`src/rtl/imem_loader_if.sv`:
```
// Byte-stream handshake between the boot/test host and imem_loader.
// master: host side (drives valid/data); slave: loader side (drives ready).
interface imem_loader_if;
    logic       s_valid;
    logic [7:0] s_data;
    logic       s_ready;

    modport master (output s_valid, output s_data, input s_ready);
    modport slave  (input s_valid, input s_data, output s_ready);
endinterface

```
`src/rtl/imem_loader.sv`:
```
// imem_loader: boot-time instruction-memory writer.
// Receives a byte stream (2-byte little-endian word count, then payload),
// assembles little-endian 32-bit words and writes them through wen/waddr/wdata
// while holding the core in reset until the image is complete.
// Optional build macro IMEM_LOADER_CSUM_EN adds a trailing XOR checksum byte.
module imem_loader #(
    parameter int ADDR_W = 16,
    parameter int LEN_W  = 16
) (
    input  logic              clk,
    input  logic              rst_n,
    input  logic              start,
    imem_loader_if.slave      stream,
    output logic              wen,
    output logic [ADDR_W-1:0] waddr,
    output logic [31:0]       wdata,
    output logic              core_rst_n,
    output logic              done,
    output logic              err,
    output logic [LEN_W-1:0]  words_loaded
);

    localparam logic [2:0] ST_IDLE   = 3'd0;
    localparam logic [2:0] ST_LEN_LO = 3'd1;
    localparam logic [2:0] ST_LEN_HI = 3'd2;
    localparam logic [2:0] ST_DATA   = 3'd3;
    localparam logic [2:0] ST_WRITE  = 3'd4;
`ifdef IMEM_LOADER_CSUM_EN
    localparam logic [2:0] ST_CSUM   = 3'd5;
`endif
    localparam logic [2:0] ST_DONE   = 3'd6;
    localparam logic [2:0] ST_ERR    = 3'd7;

    // State entered once the payload is complete (or empty).
`ifdef IMEM_LOADER_CSUM_EN
    localparam logic [2:0] ST_FINAL  = ST_CSUM;
`else
    localparam logic [2:0] ST_FINAL  = ST_DONE;
`endif

    // Largest legal word count: the full word-address space.
    localparam logic [LEN_W:0] MAX_WORDS = (LEN_W+1)'(1) << ADDR_W;

    logic [2:0]        state_q,        state_d;
    logic [LEN_W-1:0]  len_q,          len_d;
    logic [1:0]        byte_idx_q,     byte_idx_d;
    logic [ADDR_W-1:0] word_idx_q,     word_idx_d;
    logic [31:0]       asm_q,          asm_d;
    logic [ADDR_W-1:0] waddr_q,        waddr_d;
    logic [31:0]       wdata_q,        wdata_d;
    logic [LEN_W-1:0]  words_loaded_q, words_loaded_d;
`ifdef IMEM_LOADER_CSUM_EN
    logic [7:0]        xor_q,          xor_d;
`endif

    logic              accept;
    logic [LEN_W-1:0]  len_full;

    // Ready depends on state only, never on valid.
    assign stream.s_ready = (state_q == ST_LEN_LO) || (state_q == ST_LEN_HI) ||
`ifdef IMEM_LOADER_CSUM_EN
                            (state_q == ST_CSUM) ||
`endif
                            (state_q == ST_DATA);

    assign accept       = stream.s_valid && stream.s_ready;
    assign len_full     = LEN_W'({stream.s_data, len_q[7:0]});

    assign wen          = (state_q == ST_WRITE);
    assign waddr        = waddr_q;
    assign wdata        = wdata_q;
    assign done         = (state_q == ST_DONE);
    assign err          = (state_q == ST_ERR);
    assign core_rst_n   = (state_q == ST_DONE);
    assign words_loaded = words_loaded_q;

    // Next-state logic: header unpack, word assembly, write sequencing.
    always_comb begin
        state_d        = state_q;
        len_d          = len_q;
        byte_idx_d     = byte_idx_q;
        word_idx_d     = word_idx_q;
        asm_d          = asm_q;
        waddr_d        = waddr_q;
        wdata_d        = wdata_q;
        words_loaded_d = words_loaded_q;
`ifdef IMEM_LOADER_CSUM_EN
        xor_d          = xor_q;
`endif
        case (state_q)
            ST_IDLE, ST_DONE, ST_ERR: begin
                if (start) begin
                    state_d        = ST_LEN_LO;
                    words_loaded_d = '0;
                    word_idx_d     = '0;
                    byte_idx_d     = '0;
`ifdef IMEM_LOADER_CSUM_EN
                    xor_d          = '0;
`endif
                end
            end
            ST_LEN_LO: begin
                if (accept) begin
                    len_d   = LEN_W'(stream.s_data);
                    state_d = ST_LEN_HI;
                end
            end
            ST_LEN_HI: begin
                if (accept) begin
                    len_d = len_full;
                    if (len_full == '0)
                        state_d = ST_FINAL;
                    else if ({1'b0, len_full} > MAX_WORDS)
                        state_d = ST_ERR;
                    else
                        state_d = ST_DATA;
                end
            end
            ST_DATA: begin
                if (accept) begin
                    // Shift right so the first byte ends up in [7:0].
                    asm_d = {stream.s_data, asm_q[31:8]};
`ifdef IMEM_LOADER_CSUM_EN
                    xor_d = xor_q ^ stream.s_data;
`endif
                    if (byte_idx_q == 2'd3) begin
                        // Count advances on the edge that raises wen, so WRITE
                        // already sees the updated words_loaded for its compare.
                        byte_idx_d     = '0;
                        wdata_d        = {stream.s_data, asm_q[31:8]};
                        waddr_d        = word_idx_q;
                        word_idx_d     = word_idx_q + ADDR_W'(1);
                        words_loaded_d = words_loaded_q + LEN_W'(1);
                        state_d        = ST_WRITE;
                    end else begin
                        byte_idx_d = byte_idx_q + 2'd1;
                    end
                end
            end
            ST_WRITE: begin
                state_d = (words_loaded_q == len_q) ? ST_FINAL : ST_DATA;
            end
`ifdef IMEM_LOADER_CSUM_EN
            ST_CSUM: begin
                if (accept)
                    state_d = (stream.s_data == xor_q) ? ST_DONE : ST_ERR;
            end
`endif
            default: state_d = ST_IDLE;
        endcase
    end

    // State and datapath registers with asynchronous active-low reset.
    always_ff @(posedge clk or negedge rst_n) begin
        if (!rst_n) begin
            state_q        <= ST_IDLE;
            len_q          <= '0;
            byte_idx_q     <= '0;
            word_idx_q     <= '0;
            asm_q          <= '0;
            waddr_q        <= '0;
            wdata_q        <= '0;
            words_loaded_q <= '0;
`ifdef IMEM_LOADER_CSUM_EN
            xor_q          <= '0;
`endif
        end else begin
            state_q        <= state_d;
            len_q          <= len_d;
            byte_idx_q     <= byte_idx_d;
            word_idx_q     <= word_idx_d;
            asm_q          <= asm_d;
            waddr_q        <= waddr_d;
            wdata_q        <= wdata_d;
            words_loaded_q <= words_loaded_d;
`ifdef IMEM_LOADER_CSUM_EN
            xor_q          <= xor_d;
`endif
        end
    end

endmodule

```
`src/flat_wrapper.sv`:
```
// flat-port wrapper written by rule: the top's interface ports become plain ports
module imem_loader_flat 
#(
    parameter int ADDR_W = 16,
    parameter int LEN_W  = 16
)
  (clk, rst_n, start, wen, waddr, wdata, core_rst_n, done, err, words_loaded, stream_s_valid, stream_s_data, stream_s_ready);
  imem_loader_if stream_i ();
  input  logic clk;
  input  logic rst_n;
  input  logic start;
  output logic wen;
  output logic [ADDR_W-1:0] waddr;
  output logic [31:0] wdata;
  output logic core_rst_n;
  output logic done;
  output logic err;
  output logic [LEN_W-1:0] words_loaded;
  input wire logic [$bits(stream_i.s_valid)-1:0] stream_s_valid;
  input wire logic [$bits(stream_i.s_data)-1:0] stream_s_data;
  output wire logic [$bits(stream_i.s_ready)-1:0] stream_s_ready;
  assign stream_i.s_valid = stream_s_valid;
  assign stream_i.s_data = stream_s_data;
  assign stream_s_ready = stream_i.s_ready;
  imem_loader #(.ADDR_W(ADDR_W), .LEN_W(LEN_W)) u_core (.clk(clk), .rst_n(rst_n), .start(start), .stream(stream_i), .wen(wen), .waddr(waddr), .wdata(wdata), .core_rst_n(core_rst_n), .done(done), .err(err), .words_loaded(words_loaded));
endmodule
```
`config.mk`:
```
export PLATFORM = sky130hd
export DESIGN_NAME = imem_loader_flat
export DESIGN_NICKNAME = d
export VERILOG_FILES = /design/src/rtl/imem_loader_if.sv /design/src/rtl/imem_loader.sv /design/src/flat_wrapper.sv
export SDC_FILE = /design/constraint.sdc
export NUM_CORES = 1
export LEC_CHECK = 0
export CAP_MARGIN = 5
export CORE_UTILIZATION = 58
export CTS_CLUSTER_SIZE = 20
export DETAILED_ROUTE_END_ITERATION = 8
export GPL_TIMING_DRIVEN = 0
export HOLD_SLACK_MARGIN = 0.03
export PLACE_DENSITY = 0.84
export SLEW_MARGIN = 20
export SYNTH_ARGS = -nofsm -noshare
export SYNTH_HDL_FRONTEND = slang
export SYNTH_SLANG_ARGS = --single-unit
```
`constraint.sdc`:
```
create_clock -name clk -period 3.15 [get_ports clk]
set_clock_uncertainty 0.05 [all_clocks]
set_input_delay 0.7875 -clock clk [delete_from_list [all_inputs] [get_ports clk]]
set_output_delay 0.7875 -clock clk [all_outputs]
set_load 0.01 [all_outputs]
```
# Yosys cells after proc, flatten, opt, wreduce, memory -nomap -nowiden
# Index checks and enable logic that the tools add are counted.
# W data, S select, Z words.
# word_totals
wordCells,65
ram_bits,0
rom_bits,0
output_inout_bits,69
reg_bits,133
latchBits,0
n_memories,0
# op_classes
bitwise_logic,1
add_sub_neg,3
mul,0
reduce_logical,15
n_mux,23
div_mod_pow,0
shifts,0
magnitude_cmp,1
n_eq_ne,13
# op_table
operator,n
$mux W16,7
$pmux W16 S2,3
$add A16 B1 Y16 const B,2
$mux W3,8
$gt A16 B17 Y1 const B,1
$eq A16 B16 Y1,1
$logic_not A16 Y1,1
$pmux W3 S5,1
$reduce_and A3 Y1,4
$eq A3 B3 Y1 const B,3
$eq A3 B2 Y1 const B,2
$mux W2,3
$ne A2 B1 Y1 const B,3
$reduce_and A5 Y1,1
$ne A2 B2 Y1 const B,2
$pmux W2 S2,1
$reduce_and A4 Y1,1
$reduce_bool A2 Y1,2
$eq A3 B1 Y1 const B,1
$logic_not A3 Y1,1
$reduce_or A3 Y1,1
$add A2 B1 Y2 const B,1
$eq A2 B2 Y1 const B,1
$logic_or A1 B1 Y1,2
other kinds (3),3

# Depth between registers and ports, before layout
# logic_depth
word_depth,6
depth_mapped,7

# Least setup slack after synthesis
# OpenSTA, ideal clock, no wires.
# synth_path
kind,register -> output
start,reg u_core.state_q[1]
end,out done
arrival_time_ps,1343
slack_ps,969
stages_incl_launch_ff,5
n_path_buf,3
required_ps,2312
cell_sequence,dfrtp_1 -> buf_4 -> clkbuf_1 -> nor3b_1 -> buf_4
# synth_via
elab_chain_cells,1
# synth_lines
item,line,rtl
"start, declared",imem_loader.sv:44,"logic [2:0] state_q, state_d;"
"start signal, assigned",imem_loader.sv:168,state_q <= state_d;
$eq A3 B3 Y1,--,
"end, declared",flat_wrapper.sv:16,output logic done;
# No other way between the ends.

# Worst setup path in the final report
# layout_path
start,reg u_core.state_q[0]
end,out done
# layout_via
elab_chain_cells,1
# layout_lines
item,line,rtl
$eq A3 B3 Y1,imem_loader.sv:72,assign done = (state_q == ST_DONE);
# No other way between the ends.

==> summary.md <==
| Metric | Value |
|---|---|
| Status | finished, final reports clean |
| CORE AREA | around 9200 um2 |
| Vias in the first global route | 4,545 |
| GRT overflow | 0 |
| Critical path arrival | 2.16 ns |
| Clk_lat worst skew | around 0.52 ns |
| Max VDD drop | ~0.0006 V |
| Setup slack after layout | between 0.15 and 0.2 ns |
| Pre-CTS setup slack | 0.100 ns |
| Initial antenna violation count | 0 |
| Wire length on met1 | roughly 5400 um |
| Max Slew Vio Count | 0 |
| Top Metal Used | met4 |
| Synth warn | 0 |
| Final GP Congestion | 0.851 |
| Max Root-Sink Buffers | 2 |
| Unrepaired setup endpoints after global routing | no |
| Number of CTS-inserted buffers | 17 |
| Syn_nets | 565 |
| Critical path class | register to primary output |
| Startpoint Class | register |
| Crit Path Max Fanout | 10 |
| Clock Pin Slew Worst Setup and Hold Paths | 0.06 ns |
| ANT nets after route | 0 |
| Fmax | approximately 0.33 GHz |
| Setup crit start | u_core.state_q[0] |
| Final Hold Vio Count | 0 |
| DR vias/cell | 5.58 |
| Root buffer cell | clkbuf_8 |
| Post-route cell area | 7120 um2 |
| Tot GR Track Use | between 20% and 30% |
| CTS H-tree lvls | 4 |
| Hpwl dp | about 8800 um |
| Layout fillers | 590 |
| Worst min-delay path category | input pin to async pin |
| #FFs+latches synth | 125 |
| Share of cells above drive strength 1 | 12.9% |
| Dpl cell area | 6550 um2 |
| Routed met2 length | ~7000 um |
| Initial DRC count | 300 |
| Top Ports | 81 |
| Largest cells by area after synthesis | dfrtp_1 (56%), nand2_1 (11%), mux2_2 (6.5%), xnor2_1 (4.1%), xor2_1 (2.8%) |
| Leakage | between 3 and 4 nW |
| CTS tree | built |
| Critical Path RT | between 2 and 2.5 ns |
| First-pass DRT Iterations | 4 |
| Area Growth Syn to Fin | 28.2% |
| ANT cells | 0 |
| CP Capture Type | primary output |
| Measured slew at the worst slew-check pin | between 0.7 and 0.8 ns |
| Top-area cell type share of the netlist area | between 50% and 60% |
| Die H | 99.9 um |
| FF-to-FF Start | u_core.byte_idx_q[0] |
| Leading area contributor after synthesis | dfrtp_1 |
| Total number of vias | 4,411 |
| Rel. slew slack | 49.4% |
| First-pass GRT wire length | 21,900 um |
| Pwr/cell area | 863 nW/um2 |
| Initial core utilization | between 60% and 70% |
| Synth Cell Area | 5550 um2 |
| Netlist cell types | 43 |
| Routed len/inst | 16.9 um |
| Number of I/O port buffers | 80 |
| Final wirelength | 13,400 um |
| Register area share after synthesis | between 50 and 60% |
| Largest net degree at the start of global routing | 85 |
| Max Cap Viol | 0 |
| Setup Viol. Count Final | 0 |
| Final non-filler cell total | 790 |
| Routed wl met3 | 719 um |
| Instance count of the mapped netlist | between 500 and 600 |
| Die Wd | 99.9 um |
| Total power | 6.15 mW |
| FP Rows | 35 |
| Min cycle time layout | 3.00 ns |
| Nets | approximately 670 |
| DIE AREA | about 10000 um2 |
| Mean post-synth cell area | between 10 and 15 um2 |
| CTS Sinks | 125 |
| Post-CTS Hold Buffers | 0 |
| Post-Place Cells | 760 |
| Post-route DRC violation count | 0 |
| Share of the clock period used by the worst path | 95.2% |
## state kept, by name, indices dropped and copies added (netlist names)
register	count
u_core.asm_q	24
u_core.byte_idx_q	2
u_core.len_q	16
u_core.state_q	3
u_core.waddr	16
u_core.wdata	32
u_core.word_idx_q	16
u_core.words_loaded	16
## cell families after synthesis
kind of cell	share of synthesized area (%)
simple gates	21.9
flops	56.3
xor+xnor	6.94
compound gates	4.82
buf+inv	2.73
mux	6.67
fa+ha+maj	0.676
## worst paths after layout
path,depth (start not counted),slack (ns),to
min in group clk,2,0.42,u_core.wdata[3]
max in group asynchronous,2,2.21,u_core.byte_idx_q[0]
worst max-delay path,5,0.15,done
worst min register to register,2,0.42,u_core.wdata[3]
worst min-delay path,1,0.13,u_core.wdata[4]
worst max register to register,7,0.76,u_core.wdata[23]
## metrics by stage
stage	hold slack (ns)	TNS, ns	util, %
4_1_cts	0.129	0	77.0
5_1_grt	0.141	0	77.1
2_1_floorplan	0.383	0	-
3_5_place_dp	0.404	0	70.8
6_report	0.127	0	77.1
3_3_place_gp	0.398	-417.84	70.5
## routing by layer
layer | vias to the layer above | track usage, %
li1 | 2018 | -
met2 | 162 | 47.9
met3 | 42 | 7.03
met1 | 2189 | 35.4
met4 | 0 | 16.6
met5 | - | 0
## power by group
part	internal [mW]	leakage [nW]	switching, mW
clock	1.19	0.280	0.659
sequential	2.11	1.63	0.404
combinational	0.904	1.38	0.871
total	4.21	3.29	1.93
## cell type report
| class | instances | area (um2) | area share [%] |
|---|---|---|---|
| inverters | 8 | 30.0 | 0.422 |
| repair buffers | 81 | 830 | 11.6 |
| multi-input cells | 390 | 2280 | 32.1 |
| flip-flops and latches | 125 | 3130 | 43.9 |
| clock buffers | 23 | 477 | 6.69 |
| well taps | 129 | 161 | 2.27 |
| plain buffers | 27 | 123 | 1.72 |
| clock inverters | 7 | 87.6 | 1.23 |
## timing repair
item                                    in CTS  in global routing
buffers inserted                             0                  0
endpoints found under the setup margin       1                  2
resized for setup                            1                  2
cloned                                       0                  0
## worst max-delay path, cell delays in order (launching register included)
cell	delay, ns
dfrtp_1	0.35
buf_2	0.19
clkbuf_1	0.23
nor3b_2	0.22
buf_4	0.13
clkdlybuf4s50_1	0.53
## cell usage after synthesis, drive strengths merged
master	number
nand2	159
dfrtp	125
nor2	38
mux2	32
xnor2	26
nand3	19
o21ai	19
xor2	18
clkbuf	15
buf	12
a21oi	11
nand4	11
nor4	11
nor3	9
inv	8
nor2b	8
ha	3
a2111oi	2
a211oi	2
a21o	2
a22o	2
and3	2
and4	2
nand2b	2
a221o	1
and2	1
and3b	1
mux2i	1
nand3b	1
nor3b	1
o2111ai	1
o21a	1
o22ai	1
o31ai	1
or2	1
or4	1
## layout by cell type, fill, tap and decap left out, types with 2 or more instances in the layout
master,n
nor2_1,38
and4_1,2
clkdlybuf4s50_1,79
nor2b_1,8
a22o_1,2
clkbuf_8,5
bufinv_16,2
nor4_4,2
nand4_1,11
nor3_1,8
ha_1,3
buf_1,3
a2111oi_2,2
clkbuf_16,16
a21o_1,2
buf_2,6
xnor2_1,26
nand2b_1,2
o21ai_0,19
inv_1,8
xor2_1,18
clkinv_2,4
buf_4,3
a211oi_1,2
nand3_1,18
and3_1,2
nor4_1,8
dfrtp_1,125
a21oi_1,11
clkbuf_1,15
nand2_1,158
mux2_2,32
clkbuf_2,2
Note: power is estimated with default switching activity, not from simulation.
